[config.mk]
export PLATFORM = sky130hd
export DESIGN_NAME = pipelined_adder_seq
export DESIGN_NICKNAME = d
export VERILOG_FILES = /design/src/rtl/pipelined_adder_pkg.sv /design/src/rtl/pipelined_adder_seq_counter.sv /design/src/rtl/pipelined_adder_seq.sv
export SDC_FILE = /design/constraint.sdc
export NUM_CORES = 1
export LEC_CHECK = 0
export ABC_AREA = 1
export CAP_MARGIN = 30
export CORE_AREA = 2 2 40 42
export DETAILED_ROUTE_END_ITERATION = 8
export DIE_AREA = 0 0 42 44
export PLACE_DENSITY = 0.62
export REMOVE_ABC_BUFFERS = 1
export SYNTH_ARGS = -nofsm -noshare
export SYNTH_HDL_FRONTEND = slang
export SYNTH_HIERARCHICAL = 1
export SYNTH_SLANG_ARGS = --single-unit
export TNS_END_PERCENT = 10
[constraint.sdc]
create_clock -name clk -period 1.1 [get_ports clk]
set_input_delay 0.11 -clock clk [delete_from_list [all_inputs] [get_ports clk]]
set_output_delay 0.11 -clock clk [all_outputs]
set_load 0.03 [all_outputs]
[src/rtl/pipelined_adder_pkg.sv]
// Shared types and helpers for the chunked pipelined adder sequencer.
package pipelined_adder_pkg;

    // Sequencer states: walk the chunk slices, drain the pipe, flag the result.
    typedef enum logic [1:0] {
        IDLE  = 2'd0,
        RUN   = 2'd1,
        DRAIN = 2'd2,
        DONE  = 2'd3
    } seq_state_t;

    // Widest chunk-select vector the onehot helper can produce.
    localparam int ONEHOT_MAX_W = 64;

    // One-hot vector with bit idx set; bits at or above width stay clear.
    function automatic logic [ONEHOT_MAX_W-1:0] onehot(input int idx, input int width);
        logic [ONEHOT_MAX_W-1:0] v;
        v = '0;
        for (int i = 0; i < ONEHOT_MAX_W; i++) begin
            v[i] = (i == idx) && (i < width);
        end
        return v;
    endfunction

endpackage

[src/rtl/pipelined_adder_seq_counter.sv]
// Modulo-MAX counter with synchronous clear, count enable and terminal-count flag.
module mod_counter #(
    parameter int  MAX = 4,
    localparam int W   = (MAX > 1) ? $clog2(MAX) : 1
) (
    input  logic         clk,
    input  logic         reset,
    input  logic         clr,
    input  logic         en,
    output logic [W-1:0] cnt,
    output logic         tc
);

    // Terminal count is an explicit compare so non-power-of-two MAX never wraps naturally.
    assign tc = (cnt == W'(MAX - 1));

    // Count 0..MAX-1 while enabled; clear has priority over counting.
    always_ff @(posedge clk or posedge reset) begin
        if (reset) begin
            cnt <= '0;
        end else if (clr) begin
            cnt <= '0;
        end else if (en) begin
            cnt <= tc ? '0 : cnt + 1'b1;
        end
    end

endmodule

[src/rtl/pipelined_adder_seq.sv]
// Sequencer for the chunked pipelined adder: steps chunk slices, drains the
// pipeline, then strobes done. Single-shot or back-to-back continuous mode.
module pipelined_adder_seq
    import pipelined_adder_pkg::*;
#(
    parameter int  NUM_STAGES = 4,
    parameter int  PIPE_LAT   = 1,
    localparam int IDX_W      = (NUM_STAGES > 1) ? $clog2(NUM_STAGES) : 1
) (
    input  logic                  clk,
    input  logic                  reset,
    input  logic                  GO,
    input  logic                  MODE,
    input  logic                  HALT,
    output logic                  EN,
    output logic [NUM_STAGES-1:0] SEL,
    output logic [IDX_W-1:0]      STAGE_IDX,
    output logic                  LAST,
    output logic                  ENO,
    output logic                  BUSY
);

    localparam bit HAS_DRAIN = (PIPE_LAT > 0);
    localparam int DRN_MAX   = HAS_DRAIN ? PIPE_LAT : 1;
    localparam int DRN_W     = (DRN_MAX > 1) ? $clog2(DRN_MAX) : 1;

    if (NUM_STAGES < 2 || PIPE_LAT < 0 || NUM_STAGES > ONEHOT_MAX_W) begin : g_bad_param
        $error("pipelined_adder_seq: NUM_STAGES must be 2..%0d and PIPE_LAT >= 0", ONEHOT_MAX_W);
    end

    seq_state_t             state;
    logic [IDX_W-1:0]       slice_cnt;
    logic                   slice_tc;
    logic                   drain_done;
    logic [ONEHOT_MAX_W-1:0] sel_full;

    // Slice index: advances every RUN cycle, held at zero in every other state.
    mod_counter #(.MAX(NUM_STAGES)) u_slice (
        .clk   (clk),
        .reset (reset),
        .clr   (state != RUN),
        .en    (state == RUN),
        .cnt   (slice_cnt),
        .tc    (slice_tc)
    );

    if (HAS_DRAIN) begin : g_drain
        logic [DRN_W-1:0] drain_cnt;
        logic             drain_tc;

        // Drain counter: runs only in DRAIN, wraps to zero at its terminal count.
        mod_counter #(.MAX(DRN_MAX)) u_drain (
            .clk   (clk),
            .reset (reset),
            .clr   (state != DRAIN),
            .en    (state == DRAIN),
            .cnt   (drain_cnt),
            .tc    (drain_tc)
        );

        // Terminal flag qualified by the count value itself; the two always agree.
        assign drain_done = drain_tc && (drain_cnt == DRN_W'(DRN_MAX - 1));
    end else begin : g_no_drain
        // No pipeline latency: DRAIN is never entered, so its exit condition is moot.
        assign drain_done = 1'b1;
    end

    // State register: GO only in IDLE, MODE/HALT only in DONE, HALT beats MODE.
    always_ff @(posedge clk or posedge reset) begin
        if (reset) begin
            state <= IDLE;
        end else begin
            case (state)
                IDLE:    if (GO) state <= RUN;
                RUN:     if (slice_tc) state <= HAS_DRAIN ? DRAIN : DONE;
                DRAIN:   if (drain_done) state <= DONE;
                DONE:    state <= (MODE && !HALT) ? RUN : IDLE;
                default: state <= IDLE;
            endcase
        end
    end

    // Moore output decode from registered state and slice count only.
    always_comb begin
        EN        = 1'b0;
        SEL       = '0;
        STAGE_IDX = '0;
        LAST      = 1'b0;
        ENO       = 1'b0;
        BUSY      = 1'b0;
        sel_full  = onehot(int'(slice_cnt), NUM_STAGES);
        case (state)
            RUN: begin
                EN        = 1'b1;
                BUSY      = 1'b1;
                SEL       = sel_full[NUM_STAGES-1:0];
                STAGE_IDX = slice_cnt;
                LAST      = slice_tc;
            end
            DRAIN: begin
                EN   = 1'b1;
                BUSY = 1'b1;
            end
            DONE: begin
                ENO  = 1'b1;
                BUSY = 1'b1;
            end
            default: ;
        endcase
    end

endmodule

; ---- Yosys cells after proc, flatten, opt, wreduce, memory -nomap -nowiden
; Index checks and enable logic that the tools add are counted.
[totals]
ff_bits = 5
output_inout_bits = 10
[classes]
n_mux = 17
n_eq_ne = 12
reduce_logical = 9
n_addsub = 2
[op_table]
columns = operator, count
row1 = $mux 2, 7
row2 = $mux 1, 8
row3 = $ne 2x2->1 const B, 4
row4 = $pmux 2 s4, 1
row5 = $eq 2x2->1 const B, 3
row6 = $eq 2x2->1 const A, 2
row7 = $logic_not 2->1, 2
row8 = $mux 4, 1
row9 = $reduce_bool 2->1, 2
row10 = $reduce_and 3->1, 1
row11 = $reduce_or 3->1, 1
row12 = $add 2x1->2 const B, 1
row13 = $eq 1x2->1 const A, 1
row14 = $eq 2x1->1 const B, 1
row15 = $ne 2x1->1 const B, 1
row16 = $reduce_or 2->1, 1
row17 = $add 1x1->1 const B, 1
row18 = $logic_and 1x1->1, 1
row19 = $logic_not 1->1, 1

; ---- Longest topological paths before layout
[logic_depth]
depth_word = 4
mapped_depth = 8

; ---- Modules after synthesis
; Netlist, hierarchy kept.
[by_module_without_submodules]
columns = mod, area_per_inst_um2, instances, seq_area_each_um2, cells_per_inst
row1 = pipelined_adder_seq, 280.3, 1, 50.0, 46
row2 = mod_counter (u_slice), 103.8, 1, 50.0, 13
row3 = mod_counter (g_drain.u_drain), 22.5, 1, 0.0, 4

; ---- Least setup slack after synthesis
; No wires, ideal clock.
[synth_timing]
path_type = flip-flop to output port
start = reg state[1]
end = out SEL[0]
t_arrival_ps = 1502
n_path_buf = 0
path_stages_with_launch = 5
path_slack_ps = -512
cell_sequence = dfrtp_1 > inv_1 > ha_1 > inv_1 > nor3_1
[synth_via]
elab_chain_cells = 2
[synth_lines]
columns = item, line
row1 = from (decl), pipelined_adder_seq.sv:31  ; seq_state_t state;
row2 = from (signal assigned), pipelined_adder_seq.sv:75  ; RUN: if (slice_tc) state <= HAS_DRAIN ? DRAIN : DONE;
row3 = from (signal assigned), pipelined_adder_seq.sv:77  ; DONE: state <= (MODE && !HALT) ? RUN : IDLE;
row4 = $eq 2x1->1, pipelined_adder_seq.sv:92  ; case (state)
row5 = $mux 4, pipelined_adder_seq.sv:92
row6 = to (decl), pipelined_adder_seq.sv:16  ; output logic [NUM_STAGES-1:0] SEL,
; Every way passes these cells.

; ---- Final worst setup path
[layout_timing]
start = reg state[1]
end = out SEL[3]
; The elaborated chain is that of the path after synthesis.

==> impl.org <==
** STA
- The final count of hold timing violations was 0.
- Static timing analysis puts the maximum clock frequency at 754 MHz.
- After layout, the minimum clock period comes to 1330 ps.
- The max-slew violation count was 0.
- Setup TNS :: -1990 ps
- Dividing the final minimum period by the clock period gives 1.21.
- Number of endpoints failing setup at the final stage :: 12
- On the final layout, the worst clock skew is around 0.45 ps.
- Setup repair after global routing could not meet its margin everywhere.
- Post-layout worst setup margin :: -227 ps

** Power and ir drop
- Maximum ir drop on the vdd rail :: 1990 uV
- In this run the power density over the cells is 2810 mW/mm^2.
- For this design the static power due to leakage is 0.402 nW.

** Critical path
- Critical Path Start Type :: register
- The worst setup path is of the reg -> out kind.
- The endpoint identified for the worst register-to-register timing path is state[1]$_DFFE_PP0P_.
- Data arrival time at the worst-slack endpoint :: 1220 ps
- Critical Path Sink :: SEL[3]
- Delay of the slowest cell on the worst path :: ~380 ps
- In this run the critical register-to-register path is launched from state[0]$_DFFE_PP0P_.
- Critical-path cell with the highest stage delay :: dfrtp_1
- Data on the critical path is required at its endpoint by 990 ps.
- The signal on the critical path passes through inv_2, ha_4, nand2_2, nor2_1, buf_4.
- The most critical setup path has its startpoint at state[1]$_DFFE_PP0P_.
- Register-to-Register Setup Slack :: -110 ps
- The worst setup path is captured at an output pin.
- Along the worst path, the maximum fanout reaches 7.
- The number of cells on the worst reg-to-reg path is 6.

** Floorplan
- Measured along the x axis, the die boundary spans between 40 and 50 um.
- After floorplanning, the core was divided into 14 placement rows.
- For this configuration, the core starts out at a cell density of 0.284.
- The floorplan step defined a die boundary enclosing 0.00185 mm^2.
- Die outline height :: ~44 um
- Floorplan Core Area :: 0.00142 mm^2
- Boundary Pins :: 15

** Hold path
- The worst hold path belongs to the class in -> async.

** GRT
- For this run, global-route usage on met2 was measured as 0.203.
- In the global route stage, met3 resource usage came out at 0.
- The first global-routing pass estimated 1500 um of wire.
- Overall track demand over capacity in global routing :: 0.106
- Busiest grt layer :: met2
- Summed over all layers, the global routing overflow is 0.
- Entering global routing, the biggest net connects 9 pins.
- Global-route track usage on met1 :: 0.121
- The initial antenna violation count came to 0.
- The number of global-route vias before repair came to 375.

** Status
- The run finished, with violations left.
- The checks that failed: negative setup slack.

** Synth
- Total standard cell area after synthesis :: between 400 and 500 um^2
- Synthesis handed over a netlist of 62 instances.
- Synthesis Warnings :: 6
- Each instance of the synthesized netlist takes up on average about 6.5 um^2.

** Final layout
- The area growth from synthesis to layout is 70.5%.
- For this run, the post-layout net count is 98.
- Final design instance area without fill :: 687 um^2
- N_diodes :: 0
- In the final layout, the share of cells above drive strength 1 is 0.435.

** Clocking
- Counting the buffers created by CTS gives 3.
- Clk_lat worst skew :: around 230 ps
- Clock tree from TritonCTS :: yes
- Buffer levels on the longest clock path :: 2
- CTS Root Cell :: clkbuf_4
- Clock-pin slew was measured on the worst setup and hold paths at ~30 ps.
- Number of buffers inserted by hold repair at cts :: 0
- CTS built an H-tree with a depth of 1.
- The tree built by TritonCTS fans out to 4 sinks.

** Flow run
- Max-cap violations in this run came to 0.

** Placement
- Placement Cell Area :: 568 um^2
- Placer's final routability congestion estimate :: between 0.7 and 0.8
- Half-perimeter wire length after detailed placement :: 605 um
- In this run the tool buffered the top-level ports with 14 buffer cells.

** Routing
- Number of DRC violations after detailed-routing iteration 0 :: 6
- For this block, the routed nets add up to roughly 860 um of wire.
- Via density :: 4.04
- Detailed-route via count :: 408
- Remaining design rule violation count :: 0
- Dividing the detail-routed wire length by the instance count gives 8.52 um.
- Initial DRT Pass Iterations :: 3
- Final antenna-violating net count :: 0
[worst max-delay path: cells and delay by family, from the launching register on]
kind	cells	cell delay (ps)
DFF	1	380
and+or+nand+nor	2	180
adders and majority gates	1	180
buffers and inverters	2	250
[cell usage in the layout (no fill, tap or decap)]
cell / instances
inv_1: 14
nand2_1: 11
buf_4: 11
buf_6: 7
nand2_2: 4
nand3_1: 4
nor2_1: 4
clkdlybuf4s50_1: 4
dfrtp_1: 4
inv_2: 3
clkbuf_4: 3
nor2_4: 2
ha_4: 2
ha_2: 2
ha_1: 2
conb_1: 2
nand2_4: 1
nand4_1: 1
nor2_2: 1
nor3_2: 1
clkinv_1: 1
o21ai_0: 1
[cell type report]
class,count,area (um^2)
flip-flops and latches,4,100
fillers,133,732
multi-input cells,38,275
clock buffers,3,22.5
inverters,18,67.6
repair buffers,22,201
well taps,16,20.0
[metal layers]
layer | share of wire | vias to the layer above
met3 | 0.020 | 0
met1 | 0.42 | 182
li1 | - | 221
met5 | 0 | -
met4 | 0 | 0
met2 | 0.55 | 5
[stage by stage]
step	std cells	util	setup slack (ps)	power, mW	hold WS (ps)
2_1_floorplan	60	-	-512	1.04	-149
6_report	101	0.484	-227	1.93	57.1
5_1_grt	101	0.484	-285	2.11	74.1
4_1_cts	100	0.465	-209	1.86	48.6
3_5_place_dp	96	0.400	-156	1.45	297
3_3_place_gp	96	0.400	-118	1.44	297
[where the power goes]
part | switching, mW | internal [mW]
registers | 0.0523 | 0.214
logic | 0.829 | 0.666
clock network | 0.0507 | 0.121
total | 0.932 | 1.00
[how the worst min path moves through the flow]
stage | from | to
floorplan | reset | state[0]$_DFFE_PP0P_
global placement | reset | u_slice/cnt[0]$_DFFE_PP0P_
detailed placement | reset | u_slice/cnt[0]$_DFFE_PP0P_
CTS | reset | state[1]$_DFFE_PP0P_
global route | reset | u_slice/cnt[0]$_DFFE_PP0P_
finish | reset | u_slice/cnt[0]$_DFFE_PP0P_
[what timing repair did]
item                                    4_1_cts  5_1_grt
endpoints found under the setup margin       14       14
setup buffers                                 1        1
endpoints found under the hold margin         0        0
gates resized for setup                      15        7
pin swaps                                     0        1
[flip-flops by register name, indices dropped and copies added, names as in the netlist]
signal and count:
state 2, u_slice/cnt 2
Note: power is estimated with default switching activity, not from simulation.
